==> config.mk <==
export PLATFORM = sky130hd
export DESIGN_NAME = conv_loop_gen
export DESIGN_NICKNAME = d
export VERILOG_FILES = /design/src/rtl/conv_loop_gen.sv
export SDC_FILE = /design/constraint.sdc
export NUM_CORES = 1
export LEC_CHECK = 0
export ABC_AREA = 0
export BUFFER_PORTS_ARGS = -buffer_cell sky130_fd_sc_hd__buf_2
export CAP_MARGIN = 20
export CORE_ASPECT_RATIO = 2
export CORE_MARGIN = 4
export CORE_UTILIZATION = 60
export DETAILED_ROUTE_END_ITERATION = 6
export GPL_TIMING_DRIVEN = 0
export PLACE_DENSITY = 0.82
export SYNTH_ARGS = -nofsm -noshare
export SYNTH_HDL_FRONTEND = slang
export SYNTH_SLANG_ARGS = --single-unit
export TNS_END_PERCENT = 20
==> constraint.sdc <==
create_clock -name clk -period 9.57 [get_ports clk]
set_input_delay 1.914 -clock clk [delete_from_list [all_inputs] [get_ports clk]]
set_output_delay 1.914 -clock clk [all_outputs]
set_load 0.02 [all_outputs]
==> src/rtl/conv_loop_gen.sv <==
// Convolution loop walker: steps oc/oy/ox/ky/kx/ic over a padded, strided sweep
// and presents one registered beat per coordinate, with image/weight/output addresses.
module conv_loop_gen #(
  parameter int DW       = 8,
  parameter int ADDR_W   = 16,
  parameter int IMG_H    = 32,
  parameter int IMG_W    = 32,
  parameter int IN_CH    = 3,
  parameter int OUT_CH   = 32,
  parameter int KERNEL_H = 5,
  parameter int KERNEL_W = 5,
  parameter int STRIDE   = 1,
  parameter int PADDING  = 2,
  parameter int OUT_H    = (IMG_H + 2*PADDING - KERNEL_H) / STRIDE + 1,
  parameter int OUT_W    = (IMG_W + 2*PADDING - KERNEL_W) / STRIDE + 1
) (
  input  logic                 clk,
  input  logic                 reset,
  input  logic                 start,
  input  logic                 abort,
  input  logic                 out_ready,
  output logic                 out_valid,
  output logic [DW-1:0]        oc,
  output logic [DW-1:0]        oy,
  output logic [DW-1:0]        ox,
  output logic [DW-1:0]        ky,
  output logic [DW-1:0]        kx,
  output logic [DW-1:0]        ic,
  output logic signed [DW:0]   in_row,
  output logic signed [DW:0]   in_col,
  output logic                 in_bounds,
  output logic                 first,
  output logic                 last,
  output logic [ADDR_W-1:0]    img_addr,
  output logic [ADDR_W-1:0]    wgt_addr,
  output logic [ADDR_W-1:0]    out_addr,
  output logic                 busy,
  output logic                 done
);

  // state | meaning
  // IDLE  | waiting for start, all outputs cleared
  // RUN   | presenting beats, counters advance on acceptance
  // DONE  | single-cycle end-of-sweep pulse
  typedef enum logic [1:0] {S_IDLE = 2'd0, S_RUN = 2'd1, S_DONE = 2'd2} state_t;

  localparam int LIM = (1 << DW) - 1;
  localparam int RW  = DW + 1;

  if (IMG_H < 1 || IMG_W < 1 || IN_CH < 1 || OUT_CH < 1 || KERNEL_H < 1 ||
      KERNEL_W < 1 || STRIDE < 1 || OUT_H < 1 || OUT_W < 1) begin : g_zero_dim
    $error("conv_loop_gen: every dimension and STRIDE must be non-zero");
  end
  if (IMG_H > LIM || IMG_W > LIM || IN_CH > LIM || OUT_CH > LIM || KERNEL_H > LIM ||
      KERNEL_W > LIM || STRIDE > LIM || OUT_H > LIM || OUT_W > LIM) begin : g_too_big
    $error("conv_loop_gen: a loop limit does not fit in DW bits");
  end

  localparam logic [DW-1:0] IC_LAST = DW'(IN_CH - 1);
  localparam logic [DW-1:0] KX_LAST = DW'(KERNEL_W - 1);
  localparam logic [DW-1:0] KY_LAST = DW'(KERNEL_H - 1);
  localparam logic [DW-1:0] OX_LAST = DW'(OUT_W - 1);
  localparam logic [DW-1:0] OY_LAST = DW'(OUT_H - 1);
  localparam logic [DW-1:0] OC_LAST = DW'(OUT_CH - 1);

  state_t        state_q, state_d;
  logic          valid_d, busy_d, done_d;
  logic          accept;
  logic          c_ic, c_kx, c_ky, c_ox, c_oy, c_oc;
  logic          upd, show;
  logic [DW-1:0] oc_n, oy_n, ox_n, ky_n, kx_n, ic_n;
  int            row_i, col_i;
  logic          in_bounds_n;

  assign accept = out_valid && out_ready;

  // carry chain, innermost first; c_oc marks the final beat of the sweep
  assign c_ic = (ic == IC_LAST);
  assign c_kx = c_ic && (kx == KX_LAST);
  assign c_ky = c_kx && (ky == KY_LAST);
  assign c_ox = c_ky && (ox == OX_LAST);
  assign c_oy = c_ox && (oy == OY_LAST);
  assign c_oc = c_oy && (oc == OC_LAST);

  always_ff @(posedge clk or negedge reset) begin
    if (!reset) begin
      state_q   <= S_IDLE;
      out_valid <= 1'b0;
      busy      <= 1'b0;
      done      <= 1'b0;
    end else begin
      state_q   <= state_d;
      out_valid <= valid_d;
      busy      <= busy_d;
      done      <= done_d;
    end
  end

  always_comb begin
    state_d = state_q;
    unique case (state_q)
      S_IDLE:  if (start && !abort) state_d = S_RUN;
      S_RUN:   if (abort) state_d = S_IDLE;
               else if (accept && c_oc) state_d = S_DONE;
      S_DONE:  state_d = S_IDLE;
      default: state_d = S_IDLE;
    endcase
  end

  always_comb begin
    valid_d = (state_d == S_RUN);
    busy_d  = (state_d != S_IDLE);
    done_d  = (state_d == S_DONE);
  end

  // upd: datapath registers load this cycle; show: the loaded beat is live (else all zero)
  always_comb begin
    upd  = 1'b0;
    show = 1'b0;
    oc_n = '0; oy_n = '0; ox_n = '0;
    ky_n = '0; kx_n = '0; ic_n = '0;
    unique case (state_q)
      S_IDLE: if (start && !abort) begin
        upd  = 1'b1;
        show = 1'b1;
      end
      S_RUN: if (abort) begin
        upd = 1'b1;
      end else if (accept) begin
        upd = 1'b1;
        if (!c_oc) begin
          show = 1'b1;
          ic_n = c_ic ? '0 : ic + 1'b1;
          kx_n = !c_ic ? kx : (c_kx ? '0 : kx + 1'b1);
          ky_n = !c_kx ? ky : (c_ky ? '0 : ky + 1'b1);
          ox_n = !c_ky ? ox : (c_ox ? '0 : ox + 1'b1);
          oy_n = !c_ox ? oy : (c_oy ? '0 : oy + 1'b1);
          oc_n = !c_oy ? oc : oc + 1'b1;
        end
      end
      default: ;
    endcase
  end

  always_comb begin
    row_i       = STRIDE * int'(oy_n) + int'(ky_n) - PADDING;
    col_i       = STRIDE * int'(ox_n) + int'(kx_n) - PADDING;
    in_bounds_n = show && (row_i >= 0) && (row_i < IMG_H) && (col_i >= 0) && (col_i < IMG_W);
  end

  always_ff @(posedge clk or negedge reset) begin
    if (!reset) begin
      oc        <= '0;
      oy        <= '0;
      ox        <= '0;
      ky        <= '0;
      kx        <= '0;
      ic        <= '0;
      in_row    <= '0;
      in_col    <= '0;
      in_bounds <= 1'b0;
      first     <= 1'b0;
      last      <= 1'b0;
      img_addr  <= '0;
      wgt_addr  <= '0;
      out_addr  <= '0;
    end else if (upd) begin
      oc        <= oc_n;
      oy        <= oy_n;
      ox        <= ox_n;
      ky        <= ky_n;
      kx        <= kx_n;
      ic        <= ic_n;
      in_row    <= show ? RW'(row_i) : '0;
      in_col    <= show ? RW'(col_i) : '0;
      in_bounds <= in_bounds_n;
      first     <= show && (ky_n == '0) && (kx_n == '0) && (ic_n == '0);
      last      <= show && (ky_n == KY_LAST) && (kx_n == KX_LAST) && (ic_n == IC_LAST);
      img_addr  <= in_bounds_n ? ADDR_W'((row_i * IMG_W + col_i) * IN_CH + int'(ic_n)) : '0;
      wgt_addr  <= show ? ADDR_W'(((int'(oc_n) * KERNEL_H + int'(ky_n)) * KERNEL_W
                                   + int'(kx_n)) * IN_CH + int'(ic_n)) : '0;
      out_addr  <= show ? ADDR_W'((int'(oc_n) * OUT_H + int'(oy_n)) * OUT_W + int'(ox_n)) : '0;
    end
  end

endmodule

; ---- Yosys cells after proc, flatten, opt, wreduce, memory -nomap -nowiden
; Index checks and enable logic that the tools add are counted.
[word_totals]
ff_bits = 122
output_inout_bits = 120
wordCells = 130
[classes]
add_sub_neg = 17
multipliers = 4
magnitude_cmp = 4
n_eq_ne = 12
n_mux = 51
reduce_logical = 24
[op_table]
columns = operator, n
row1 = $mux 8, 34
row2 = $add 8x1->8 const B, 6
row3 = $mux 16, 3
row4 = $add 16x8->16, 2
row5 = $eq 8x3->1 const B, 4
row6 = $eq 8x5->1 const B, 3
row7 = $logic_not 8->1, 3
row8 = $ge 10x1->1 const B, 2
row9 = $lt 10x7->1 const B, 2
row10 = $sub 9x2->10 const B, 2
row11 = $add 8x8->9, 2
row12 = $logic_and 1x1->1, 18
row13 = $mux 9, 2
row14 = $add 15x10->16, 1
row15 = $add 15x8->16, 1
row16 = $add 16x9->16, 1
row17 = $eq 8x2->1 const B, 2
row18 = $mul 16x2->16 const B, 1
row19 = $mul 16x3->16 const B, 1
row20 = $mul 12x3->15 const B, 1
row21 = $add 11x8->12, 1
row22 = $add 11x8->11, 1
row23 = $mul 8x3->11 const B, 1
row24 = $mux 1, 6
row25 = other kinds (8), 12

; ---- Logic depth before layout (Yosys ltp)
[depth]
depth_word = 19
depth_mapped = 41
ltp_nobuf = 36

; ---- Least setup slack after synthesis
; Ideal clock, no wire load.
[synth_path]
kind = input to register
startpoint = input port out_ready
endpoint = register wgt_addr[12]
setup_time_ns = 0.133
arrival_time_ns = 8.787
required_time_ns = 9.437
path_slack_ns = 0.650
cell_stages = 34
n_path_buf = 3
cell_sequence = nand3_1 > nor3_1 > or2b_1 > buf_4 > clkbuf_1 > nor2_1 > ha_1 > fa_1 > ha_1 > nor2b_1 > o21ai_0 > a21boi_0 > o21a_1 > o21ai_0 > nand2b_1 > a21oi_1 > xnor2_1 > ha_1 > ha_1 > ha_1 > clkbuf_1 > nand3_1 > nand2_1 > a41o_1 > nor2_1 > xnor2_1 > ha_1 > ha_1 > and3_1 > o211ai_1 > or3b_2 > a21oi_1 > xor2_1 > o21ai_0
[synth_between]
elab_chain_cells = 11
elab_cells_between_ends = 26
classes_between = add/sub (3) / mul (3) / mux (19) / reduce/logical (1)
[synth_rtl]
columns = element, line
row1 = "start, declared", 21  ; input logic out_ready,
row2 = $logic_and 1x1->1, 75  ; assign accept = out_valid && out_ready;
row3 = $mux 8, 129  ; end else if (accept) begin
row4 = $mux 8, 127  ; S_RUN: if (abort) begin
row5 = $mux 8, 122  ; unique case (state_q)
row6 = via oc_n[1], 71  ; logic [DW-1:0] oc_n, oy_n, ox_n, ky_n, kx_n, ic_n;
row7 = $mul 8x3->11, 180  ; wgt_addr <= show ? ADDR_W'(((int'(oc_n) * KERNEL_H + int'(ky_n)) * KERNEL_W
row8 = $add 11x8->12, 180
row9 = $mul 12x3->15, 180
row10 = $add 15x8->16, 181  ; + int'(kx_n)) * IN_CH + int'(ic_n)) : '0;
row11 = $mul 16x2->16, 181
row12 = $add 16x8->16, 181
row13 = $mux 16, 180
row14 = "end signal, assigned", 180
row15 = "end, declared", 35  ; output logic [ADDR_W-1:0] wgt_addr,
; The timed path passes the listed nets, and every way through them passes these cells.
; A chain may end at the register's enable or synchronous reset.

; ---- Worst setup path after layout
; Ends and elaborated chain as after synthesis.

==> metrics.txt <==
TritonCTS clock tree done; cell mode on critical path ha_1; Pwr Total around 1.3 mW; root buffer cell clkbuf_16; Post-route DRC 0; port buffer count approximately 120; power per cell area a little over 100 nW/um2; WS Path Type primary input to register; GRT Residual Overflow 0; final wirelength 30,400 um; critical path endpoint category register; Total GRT Usage around 31%; mux cell area share after synthesis less than 1%; post-synthesis cell type count between 60 and 70; number of H-tree levels 4; DR iter-0 viols around 600; Yosys reg bits between 100 and 150; Area Growth Syn to Fin 14.2%; largest family of logic cells by synthesized area adder cells; maxcap violations 0; Core Area ~18,000 um2; slowest CP cell or3b_2; final worst path period share a little over nine tenths; Worst VDD drop 121 uV; initial antenna violation count 0; Synth Area in Adders 24.5%; # diodes 0; crit-path max FO 16; Mean Syn Cell Area approximately 9 um2; first-pass GRT wire length 48,600 um; vias per cell around 6; status finished, final reports clean; Post-synth EDFFs 0; Post-synth top cells 162 x inv_1, 160 x ha_1, 144 x nand2_1; Synth Cell Area ~11,000 um2; vias in the first global route roughly 10,000; top cells by area, synth dfrtp_1 28%, ha_1 19%, fa_1 5.9%, inv_1 5.6%, xnor2_1 5.0%; Post-DRT Antenna Nets 0; Simple-Gate Fraction of Synth Area approximately 17%; wire per inst roughly 19 um; Die Span Y 198 um; top cell type's share of synthesized area between 20% and 30%; register area share after synthesis between 20 and 30%; DP Area around 12,000 um2; clock slew at reported path FFs approximately 0.060 ns; Leakage 6.92 nW; layout cells sized above 1 between 10% and 20%; Initial Util between 60% and 70%; DP Wirelength between 20,000 and 25,000 um; Num CTS Buffers 17; most frequent cell after synthesis inv_1; startpoint types primary input; Post-Synthesis Cells between 1,000 and 1,500; Net count, final roughly 1,600; hold crit path type register to register; Max Transition Viols Final 0; Syn Nets between 1,000 and 1,500; worst-margin pin slew about 0.96 ns; post-route cell area ~12,000 um2; Setup WS post-layout approximately 0.45 ns; warnings from Yosys 0; largest net degree at the start of global routing 84; Worst Skew 0.0107 ns; Row Count 69; Longest Clk Path Bufs 2; CP peak stage delay 0.48 ns; drt pass-1 iters 4; I/O pin count approximately 130; Final Hold Viols 0; pre-CTS WS -0.773 ns; Die Wd 103 um; Synth Flop Type dfrtp_1; Async SR Flop Fraction between 90% and 100%; Max-slew headroom between 30% and 40%; Worst-Skew Late Latency ~0.43 ns; CP required just under 10 ns; Peak Freq roughly 0.11 GHz; DR vias about 9,400; RSZ-0062 raised after global routing false; fill cell count ~1,400; Fin Hold WS 0.467 ns; CTS Sinks approximately 120; die area ~20,000 um2; endpoints failing setup 0; GPL Wtd Cong approximately 0.96; CP arrival approximately 9.4 ns; compound-cell area share of the yosys netlist between 10% and 20%; CTS Hold Buffers Added 0; post-synthesis xor/xnor area fraction between 8 and 9%; post-route minimum period just over 9 ns; setup_tns 0 ns; Yosys top cell by area dfrtp_1
-- flip-flops by register name, indices dropped and copies added (netlist names), 9 cells and up --
register and cells:
in_row 9, in_col 9, wgt_addr 16, img_addr 16
out_addr 16
-- layer usage --
layer	track usage, %	share of wire, %	up-vias
li1	-	-	4465
met1	32.2	35	4504
met2	55.4	52	353
met3	4.83	5.1	113
met4	21.9	7.9	0
met5	0	0	-
-- path summary, 6_finish.rpt --
path | startpoint | to | slack, ns | cells after the start
min in group asynchronous | reset | out_addr[12] | 1.38 | 1
worst max-delay path | out_ready | wgt_addr[12] | 0.45 | 34
max in group asynchronous | reset | in_col[6] | 7.44 | 2
worst max register to register | ic[0] | wgt_addr[12] | 0.54 | 39
worst min register to register | out_addr[2] | out_addr[2] | 0.47 | 2
worst min-delay path | out_addr[2] | out_addr[2] | 0.47 | 2
-- per-stage QoR --
step                instances  utilization (%)
floorplan                1217                -
global placement         1554             66.0
detailed placement       1555             66.2
CTS                      1587             69.6
global route             1588             69.7
finish                   1588             69.7
-- cells in the final DEF (no fill, tap or decap), types with 6 or more instances in the layout --
master     count
inv_1        162
ha_1         160
nand2_1      144
buf_2        125
dfrtp_1      122
nor2_1        75
xnor2_1       62
a21oi_1       48
xor2_1        43
o21ai_0       39
a21o_1        35
a22o_1        35
fa_1          32
clkbuf_1      25
nand3_1       23
nor3_1        22
clkbuf_16     17
or3_1         15
and3_1        14
nand4_1       10
nand2b_1       9
o21bai_1       9
nor2b_1        9
o21a_1         8
and2_1         6
nor4_1         6
or2_2          6
-- critical path, delay by kind of cell --
kind	cells	cell delay, ns
compound gates	9	1.53
simple gates	11	2.28
xor+xnor	3	0.54
buf+inv	3	0.48
fa+ha+maj	8	2.62
-- timing repair --
action,in CTS,in global routing
pin swaps,0,2
endpoints found under the hold margin,0,0
setup buffers,0,2
endpoints found under the setup margin,4,6
resized for setup,2,7
-- power by group --
| group | internal (mW) | switching [mW] |
|---|---|---|
| clock | 0.379 | 0.260 |
| sequential | 0.529 | 0.00890 |
| combinational | 0.0243 | 0.0696 |
-- layout make-up --
type | count | area, um2 | area share, %
Clock inverter | 12 | 114 | 0.923
Multi-Input combinational cell | 901 | 7030 | 57.0
Sequential cell | 122 | 3050 | 24.7
Buffer | 31 | 131 | 1.06
Tap cell | 213 | 267 | 2.16
Clock buffer | 20 | 467 | 3.78
Timing Repair Buffer | 127 | 669 | 5.42
Inverter | 162 | 608 | 4.93
-- logic make-up (layout without fill, tap and decap cells) --
group,count (synthesis),in the layout
AND/OR/NAND/NOR,371,371
flip-flops,122,122
buffers and inverters,194,352
AO/OA/AOI/OAI,229,229
XOR/XNOR,106,106
adder cells (fa/ha/maj),192,192
multiplexers,3,3
Note: power is estimated with default switching activity, not from simulation.
